### src/rtl/oam_dma_if.sv
// Memory read/write port between the OAM DMA engine and the memory it copies through.
// Read data is combinational for the address presented in the same cycle.
interface oam_dma_if;
  logic [15:0] mem_read_addr;
  logic [7:0]  mem_read_data;
  logic        mem_wen;
  logic [15:0] mem_write_addr;
  logic [7:0]  mem_write_data;

  modport master (
    output mem_read_addr,
    input  mem_read_data,
    output mem_wen,
    output mem_write_addr,
    output mem_write_data
  );

  modport slave (
    input  mem_read_addr,
    output mem_read_data,
    input  mem_wen,
    input  mem_write_addr,
    input  mem_write_data
  );
endinterface

### src/rtl/oam_dma.sv
// Game Boy style OAM DMA: copies LENGTH bytes from {src_page, 8'h00} to DST_BASE,
// one byte every CYCLES_PER_BYTE clocks, restartable by a new start strobe.
module oam_dma #(
  parameter int          LENGTH          = 160,
  parameter logic [15:0] DST_BASE        = 16'hFE00,
  parameter int          CYCLES_PER_BYTE = 4
) (
  input  logic       clk,
  input  logic       rst_n,
  input  logic       start,
  input  logic [7:0] src_page,
  output logic       busy,
  output logic       done,
  oam_dma_if.master  mem
);

  localparam int             PW         = (CYCLES_PER_BYTE > 2) ? $clog2(CYCLES_PER_BYTE) : 1;
  localparam logic [PW-1:0]  LAST_PHASE = PW'(CYCLES_PER_BYTE - 1);
  localparam logic [7:0]     LAST_IDX   = 8'(LENGTH - 1);

  localparam logic [0:0] IDLE = 1'b0;
  localparam logic [0:0] XFER = 1'b1;

  logic [0:0]    state;
  logic [7:0]    page;
  logic [7:0]    idx;
  logic [PW-1:0] phase;
  logic [7:0]    latch;
  logic          write_phase;

  // Outputs decode directly from state so an asynchronous reset clears them at once.
  assign busy        = (state == XFER);
  assign write_phase = busy && (phase == LAST_PHASE);

  assign mem.mem_read_addr  = busy ? {page, idx} : 16'h0000;
  assign mem.mem_wen        = write_phase;
  assign mem.mem_write_addr = write_phase ? (DST_BASE + {8'h00, idx}) : 16'h0000;
  assign mem.mem_write_data = write_phase ? latch : 8'h00;

  always_ff @(posedge clk or negedge rst_n) begin
    if (!rst_n) begin
      state <= IDLE;
      page  <= 8'h00;
      idx   <= 8'h00;
      phase <= '0;
      latch <= 8'h00;
      done  <= 1'b0;
    end else begin
      done <= 1'b0;
      if (start) begin
        // A start always wins, including over the final write cycle: no done pulse.
        state <= XFER;
        page  <= src_page;
        idx   <= 8'h00;
        phase <= '0;
      end else if (state == XFER) begin
        if (phase == '0) begin
          latch <= mem.mem_read_data;
        end
        if (phase == LAST_PHASE) begin
          phase <= '0;
          if (idx == LAST_IDX) begin
            state <= IDLE;
            idx   <= 8'h00;
            done  <= 1'b1;
          end else begin
            idx <= idx + 8'h01;
          end
        end else begin
          phase <= phase + PW'(1);
        end
      end
    end
  end

endmodule

### src/flat_wrapper.sv
// flat-port wrapper written by rule: the top's interface ports become plain ports
module oam_dma_flat 
#(
  parameter int          LENGTH          = 160,
  parameter logic [15:0] DST_BASE        = 16'hFE00,
  parameter int          CYCLES_PER_BYTE = 4
)
  (clk, rst_n, start, src_page, busy, done, mem_mem_read_addr, mem_mem_read_data, mem_mem_wen, mem_mem_write_addr, mem_mem_write_data);
  oam_dma_if mem_i ();
  input  logic clk;
  input  logic rst_n;
  input  logic start;
  input  logic [7:0] src_page;
  output logic busy;
  output logic done;
  output wire logic [$bits(mem_i.mem_read_addr)-1:0] mem_mem_read_addr;
  input wire logic [$bits(mem_i.mem_read_data)-1:0] mem_mem_read_data;
  output wire logic [$bits(mem_i.mem_wen)-1:0] mem_mem_wen;
  output wire logic [$bits(mem_i.mem_write_addr)-1:0] mem_mem_write_addr;
  output wire logic [$bits(mem_i.mem_write_data)-1:0] mem_mem_write_data;
  assign mem_mem_read_addr = mem_i.mem_read_addr;
  assign mem_i.mem_read_data = mem_mem_read_data;
  assign mem_mem_wen = mem_i.mem_wen;
  assign mem_mem_write_addr = mem_i.mem_write_addr;
  assign mem_mem_write_data = mem_i.mem_write_data;
  oam_dma #(.LENGTH(LENGTH), .DST_BASE(DST_BASE), .CYCLES_PER_BYTE(CYCLES_PER_BYTE)) u_core (.clk(clk), .rst_n(rst_n), .start(start), .src_page(src_page), .busy(busy), .done(done), .mem(mem_i));
endmodule
### config.mk
export PLATFORM = sky130hd
export DESIGN_NAME = oam_dma_flat
export DESIGN_NICKNAME = d
export VERILOG_FILES = /design/src/rtl/oam_dma_if.sv /design/src/rtl/oam_dma.sv /design/src/flat_wrapper.sv
export SDC_FILE = /design/constraint.sdc
export NUM_CORES = 1
export LEC_CHECK = 0
export CAP_MARGIN = 20
export CORE_UTILIZATION = 43
export CTS_CLUSTER_SIZE = 28
export DETAILED_ROUTE_END_ITERATION = 10
export PLACE_DENSITY = 0.8
export SLEW_MARGIN = 20
export SYNTH_ARGS = -nofsm -noshare
export SYNTH_HDL_FRONTEND = slang
export SYNTH_SLANG_ARGS = --single-unit
### constraint.sdc
create_clock -name clk -period 1.8 [get_ports clk]
set_input_delay 0.36 -clock clk [delete_from_list [all_inputs] [get_ports clk]]
set_output_delay 0.36 -clock clk [all_outputs]
set_load 0.01 [all_outputs]
# After elaboration in Yosys (flattened, before gate mapping)
# Cells that the tools add are included.
[classes] n_eq_ne=2 addsub=3 muxes=18 n_bitwise=1 n_reduce_logical=6
[op_table] op="$mux 8" count=5
[op_table] op="$mux 16" count=2
[op_table] op="$add 10x9->11 const A" count=1
[op_table] op="$add 8x1->8 const B" count=1
[op_table] op="$eq 8x8->1 const B" count=1
[op_table] op="$mux 1" count=8
[op_table] op="$mux 2" count=3
[op_table] op="$reduce_bool 2->1" count=2
[op_table] op="$reduce_and 3->1" count=1
[op_table] op="$add 2x1->2 const B" count=1
[op_table] op="$eq 2x2->1 const B" count=1
[op_table] op="$logic_not 2->1" count=1
[op_table] op="$reduce_and 2->1" count=1
[op_table] op="$logic_and 1x1->1" count=1
[op_table] op="$not 1->1" count=1
[word_totals] output_inout_bits=43 inputBits=19 wordCells=36 ff_bits=28

# Longest topological paths before layout
[logic_depth] ltp_word=5 mapped_depth=6 ltp_nobuf=6

# Least setup slack after synthesis
# No wires, ideal clock.
[synth_timing] path_kind="reg-to-output" from="register u_core.phase[0]" to="output mem_mem_write_addr[10]" slack_ns=0.281 required_ns=1.440 arrival_ns=1.159 stages_incl_launch_ff=5 path_cell_list="dfrtp_1 > ha_1 > nand2_2 > inv_1 > buf_4"
[synth_via] elab_chain_cells=3
[synth_lines] item="start, declared" line="oam_dma.sv:27" source="logic [PW-1:0] phase;"
[synth_lines] item="start signal, assigned" line="oam_dma.sv:70" source="phase <= phase + PW'(1);"
[synth_lines] item="$eq 2x2->1" line="oam_dma.sv:33" source="assign write_phase = busy && (phase == LAST_PHASE);"
[synth_lines] item="$logic_and 1x1->1" line="oam_dma.sv:33"
[synth_lines] item="via mem_mem_wen" line="flat_wrapper.sv:18" source="output wire logic [$bits(mem_i.mem_wen)-1:0] mem_mem_wen;"
[synth_lines] item="$mux 16" line="oam_dma.sv:37" source="assign mem.mem_write_addr = write_phase ? (DST_BASE + {8'h00, idx}) : 16'h0000;"
[synth_lines] item="end, declared" line="flat_wrapper.sv:19" source="output wire logic [$bits(mem_i.mem_write_addr)-1:0] mem_mem_write_addr;"
# The timed path passes the listed nets, and every way through them passes these cells.

# Final worst setup path
[layout_timing] from="register u_core.phase[0]" to="output mem_mem_write_addr[2]"
[layout_via] elab_chain_cells=3
[layout_lines] item="$eq 2x2->1" line="oam_dma.sv:33"
[layout_lines] item="$logic_and 1x1->1" line="oam_dma.sv:33"
[layout_lines] item="$mux 16" line="oam_dma.sv:37"
# Every way passes these cells.

==> impl_results.md <==
- Synth-to-Final Area Change: 46.5%
- Setup-failing EPs final: 7
- Filler Cells Inserted: 285
- Pwr dens: 623 nW/um2
- DR top layer: met4
- Cells after synthesis: 140
- Synth Net Count: around 160
- # nets final: ~240
- Clock root cell: clkbuf_4
- Final worst-path cycle share: 1.02
- RR Startpoint: u_core.idx[1]
- Top cells by area, synth: dfrtp_1 (47%), mux2_2 (12%), and3_1 (6.7%)
- Seq/Total Area, Yosys: 0.466
- Via-to-Cell Ratio: 5.10
- Slowest stage delay, CP: 0.45 ns
- Area of the multi-input gates: 733 um2
- Synth area leader: dfrtp_1
- R2R Path End: u_core.idx[3]
- Initial drt markers: 73
- H-tree Lvls: 1
- Vias in the first global route: between 1000 and 1500
- Tmin final: 1.83 ns
- CP startpoint kind: register
- Max Clk Rate: 546 MHz
- Slowest library cell on the worst path: dfrtp_1
- Most used cell along the critical path: buf_6
- I/O pin cnt: 62
- Post-CTS Hold Fix Bufs: 0
- Maxcap violations: 0
- RSZ-0062 raised after global routing: yes
- Setup TNS: -0.138 ns
- Netlist cell types: 33
- First-pass GRT wire length: 5980 um
- CTS tree: done
- WL met2: roughly 2000 um
- Grt ovf: 0
- Share of the synthesized area in the top cell type: 0.466
- WP data arrival: 1.47 ns
- Final setup margin: -0.0309 ns
- Clock Skew: 0.00552 ns
- Syn Area/Cell: 10.8 um2
- Routability cong.: between 0.7 and 0.8
- Failing checks: setup timing
- Cell Area, Placed: 2150 um2
- Worst skew pair latency: 0.32 ns
- Design Area, Final: 2200 um2
- Data required time of the worst path: 1.44 ns
- Num rows: 21
- CP endpoint kind: output port
- Clk slew on worst S/H paths: 0.15 ns
- Max FO, Critical Path: 4
- DRC viols: 0
- Clock sink count: 28
- Critical path class: reg2out
- Clock Path Buffers: 2
- Worst-path cell chain: ha_4 -> buf_6 -> buf_6 -> and3_4 -> buf_6
- Worst vdd ir: ~0.31 mV
- HP Class: in2async
- Fin. Hold Viols: 0
- Layout cells sized above 1: 0.410
- Post-DP HPWL: 2610 um
- Initial core utilization: 0.451
- Pleak: 1.11 nW
- Synthesized flop and latch total: 28
- Mapped cell area: 1510 um2
- Largest net degree at the start of global routing: 29
- Outcome: complete, but fails checks
- Diode count: 0
- Total track usage: 0.213
- Yosys Warn Count: 0
- Metal3 WL: 173 um
- Fin. max-slew vios: 0
- Drt first pass iters: 4
- Port Buffers: 60
- Drt wl/cell: about 15 um
- FF-to-FF path depth: 6
- Total power: 0.00137 W
- Total core area: around 3300 um2
- Antenna Violating Nets Remaining: 0
- Die ar.: 3740 um2
- R2r setup slk: 0.12 ns
- Fin Hold WS: 0.399 ns
- Clock buffer count from CTS: 3
- Vias: 1316
- FF/Latch Area: 703 um2
- DIE HEIGHT: 61.2 um
- Final wirelength: about 3800 um
- Die Span X: around 61 um
- Wl on met1: ~1600 um
- Initial antenna violation count: 0
==> critical path: cells and delay by family, from the launching register on <==
family                   cells  cell delay (ns)
flip-flops                   1             0.45
buffers and inverters        3             0.33
AND/OR/NAND/NOR              1             0.17
adder cells (fa/ha/maj)      1             0.19
==> cells by family (layout without fill, tap and decap cells) <==
| kind of cell | count (synthesis) | in the layout | synth area share |
|---|---|---|---|
| AO/OA/AOI/OAI | 11 | 11 | 0.0574 |
| XOR/XNOR | 4 | 4 | 0.0233 |
| adder cells (fa/ha/maj) | 3 | 3 | 0.0249 |
| buffers and inverters | 18 | 90 | 0.0731 |
| flip-flops | 28 | 28 | 0.466 |
| multiplexers | 17 | 17 | 0.126 |
| other | 1 | 1 | 0.00249 |
| AND/OR/NAND/NOR | 58 | 58 | 0.227 |
==> routing by layer <==
layer / vias to the layer above / GRT usage
met3: 4 / 0.0336
met1: 658 / 0.259
li1: 608 / -
met5: - / 0
met4: 0 / 0.0714
met2: 46 / 0.384
==> Yosys cell counts, drive strengths merged <==
library cell,count
nand2,9
a31oi,3
inv,3
buf,11
a21oi,4
nand2b,1
o21ai,1
nand3b,1
nor2,6
xnor2,1
mux2i,1
a311oi,1
or2b,1
clkbuf,4
ha,3
nor3b,1
a21o,1
and4,1
a41oi,1
xor2,3
and2,16
and3,19
or3,1
mux2,16
conb,1
nand3,2
dfrtp,28
==> worst max path at each step <==
stage | cells after the start | end | slack (ns) | startpoint
after CTS | 5 | mem_mem_write_addr[13] | -0.07 | u_core.phase[0]
final | 5 | mem_mem_write_addr[2] | -0.03 | u_core.phase[0]
after global routing | 5 | mem_mem_write_addr[5] | -0.09 | u_core.phase[1]
after floorplan | 4 | mem_mem_write_addr[10] | 0.28 | u_core.phase[0]
after global placement | 4 | mem_mem_write_addr[2] | -0.02 | u_core.phase[1]
after detailed placement | 4 | mem_mem_write_addr[9] | -0.04 | u_core.phase[1]
==> where the power goes <==
part / switching [W] / internal (W) / leakage [nW]
sequential: 0.0000394 / 0.000702 / 0.345
combinational: 0.000137 / 0.000194 / 0.743
clock: 0.000178 / 0.000124 / 0.0210
==> cell type report <==
| class | count | area share |
|---|---|---|
| Timing Repair Buffer | 83 | 0.300 |
| Clock buffer | 4 | 0.0165 |
| Sequential cell | 28 | 0.319 |
| Inverter | 3 | 0.00624 |
| Tap cell | 46 | 0.0261 |
| Multi-Input combinational cell | 94 | 0.333 |
==> what timing repair did <==
item	in CTS	in global routing
setup buffers	7	4
hold endpoints to repair	0	0
gates cloned	1	0
endpoints found under the setup margin	41	28
pin swaps	3	1
gates resized for setup	114	24
==> state kept, by name, summed over array words and instances (netlist names) <==
signal,flops
u_core.idx,8
u_core.page,8
u_core.phase,2
u_core.busy,1
u_core.latch,8
u_core.done,1
==> cells in the final DEF (no fill, tap or decap), drive strengths merged <==
master / instances
or2b: 1
mux2i: 1
o21ai: 1
and2: 16
xor2: 3
nand2b: 1
a21o: 1
nor3b: 1
conb: 1
a21oi: 4
buf: 42
inv: 3
nand2: 9
dlygate4sd2: 13
xnor2: 1
or3: 1
nor2: 6
clkbuf: 13
a31oi: 3
and3: 19
clkdlybuf4s50: 19
ha: 3
mux2: 16
nand3: 2
nand3b: 1
a311oi: 1
and4: 1
dfrtp: 28
a41oi: 1
==> stage by stage <==
stage | setup slack [ns] | instances | util
3_3_place_gp | -0.0201 | 243 | 0.646
6_report | -0.0309 | 258 | 0.661
5_1_grt | -0.0943 | 258 | 0.661
4_1_cts | -0.0675 | 254 | 0.659
2_1_floorplan | 0.281 | 140 | -
3_5_place_dp | -0.0429 | 243 | 0.646
Note: power is estimated with default switching activity, not from simulation.
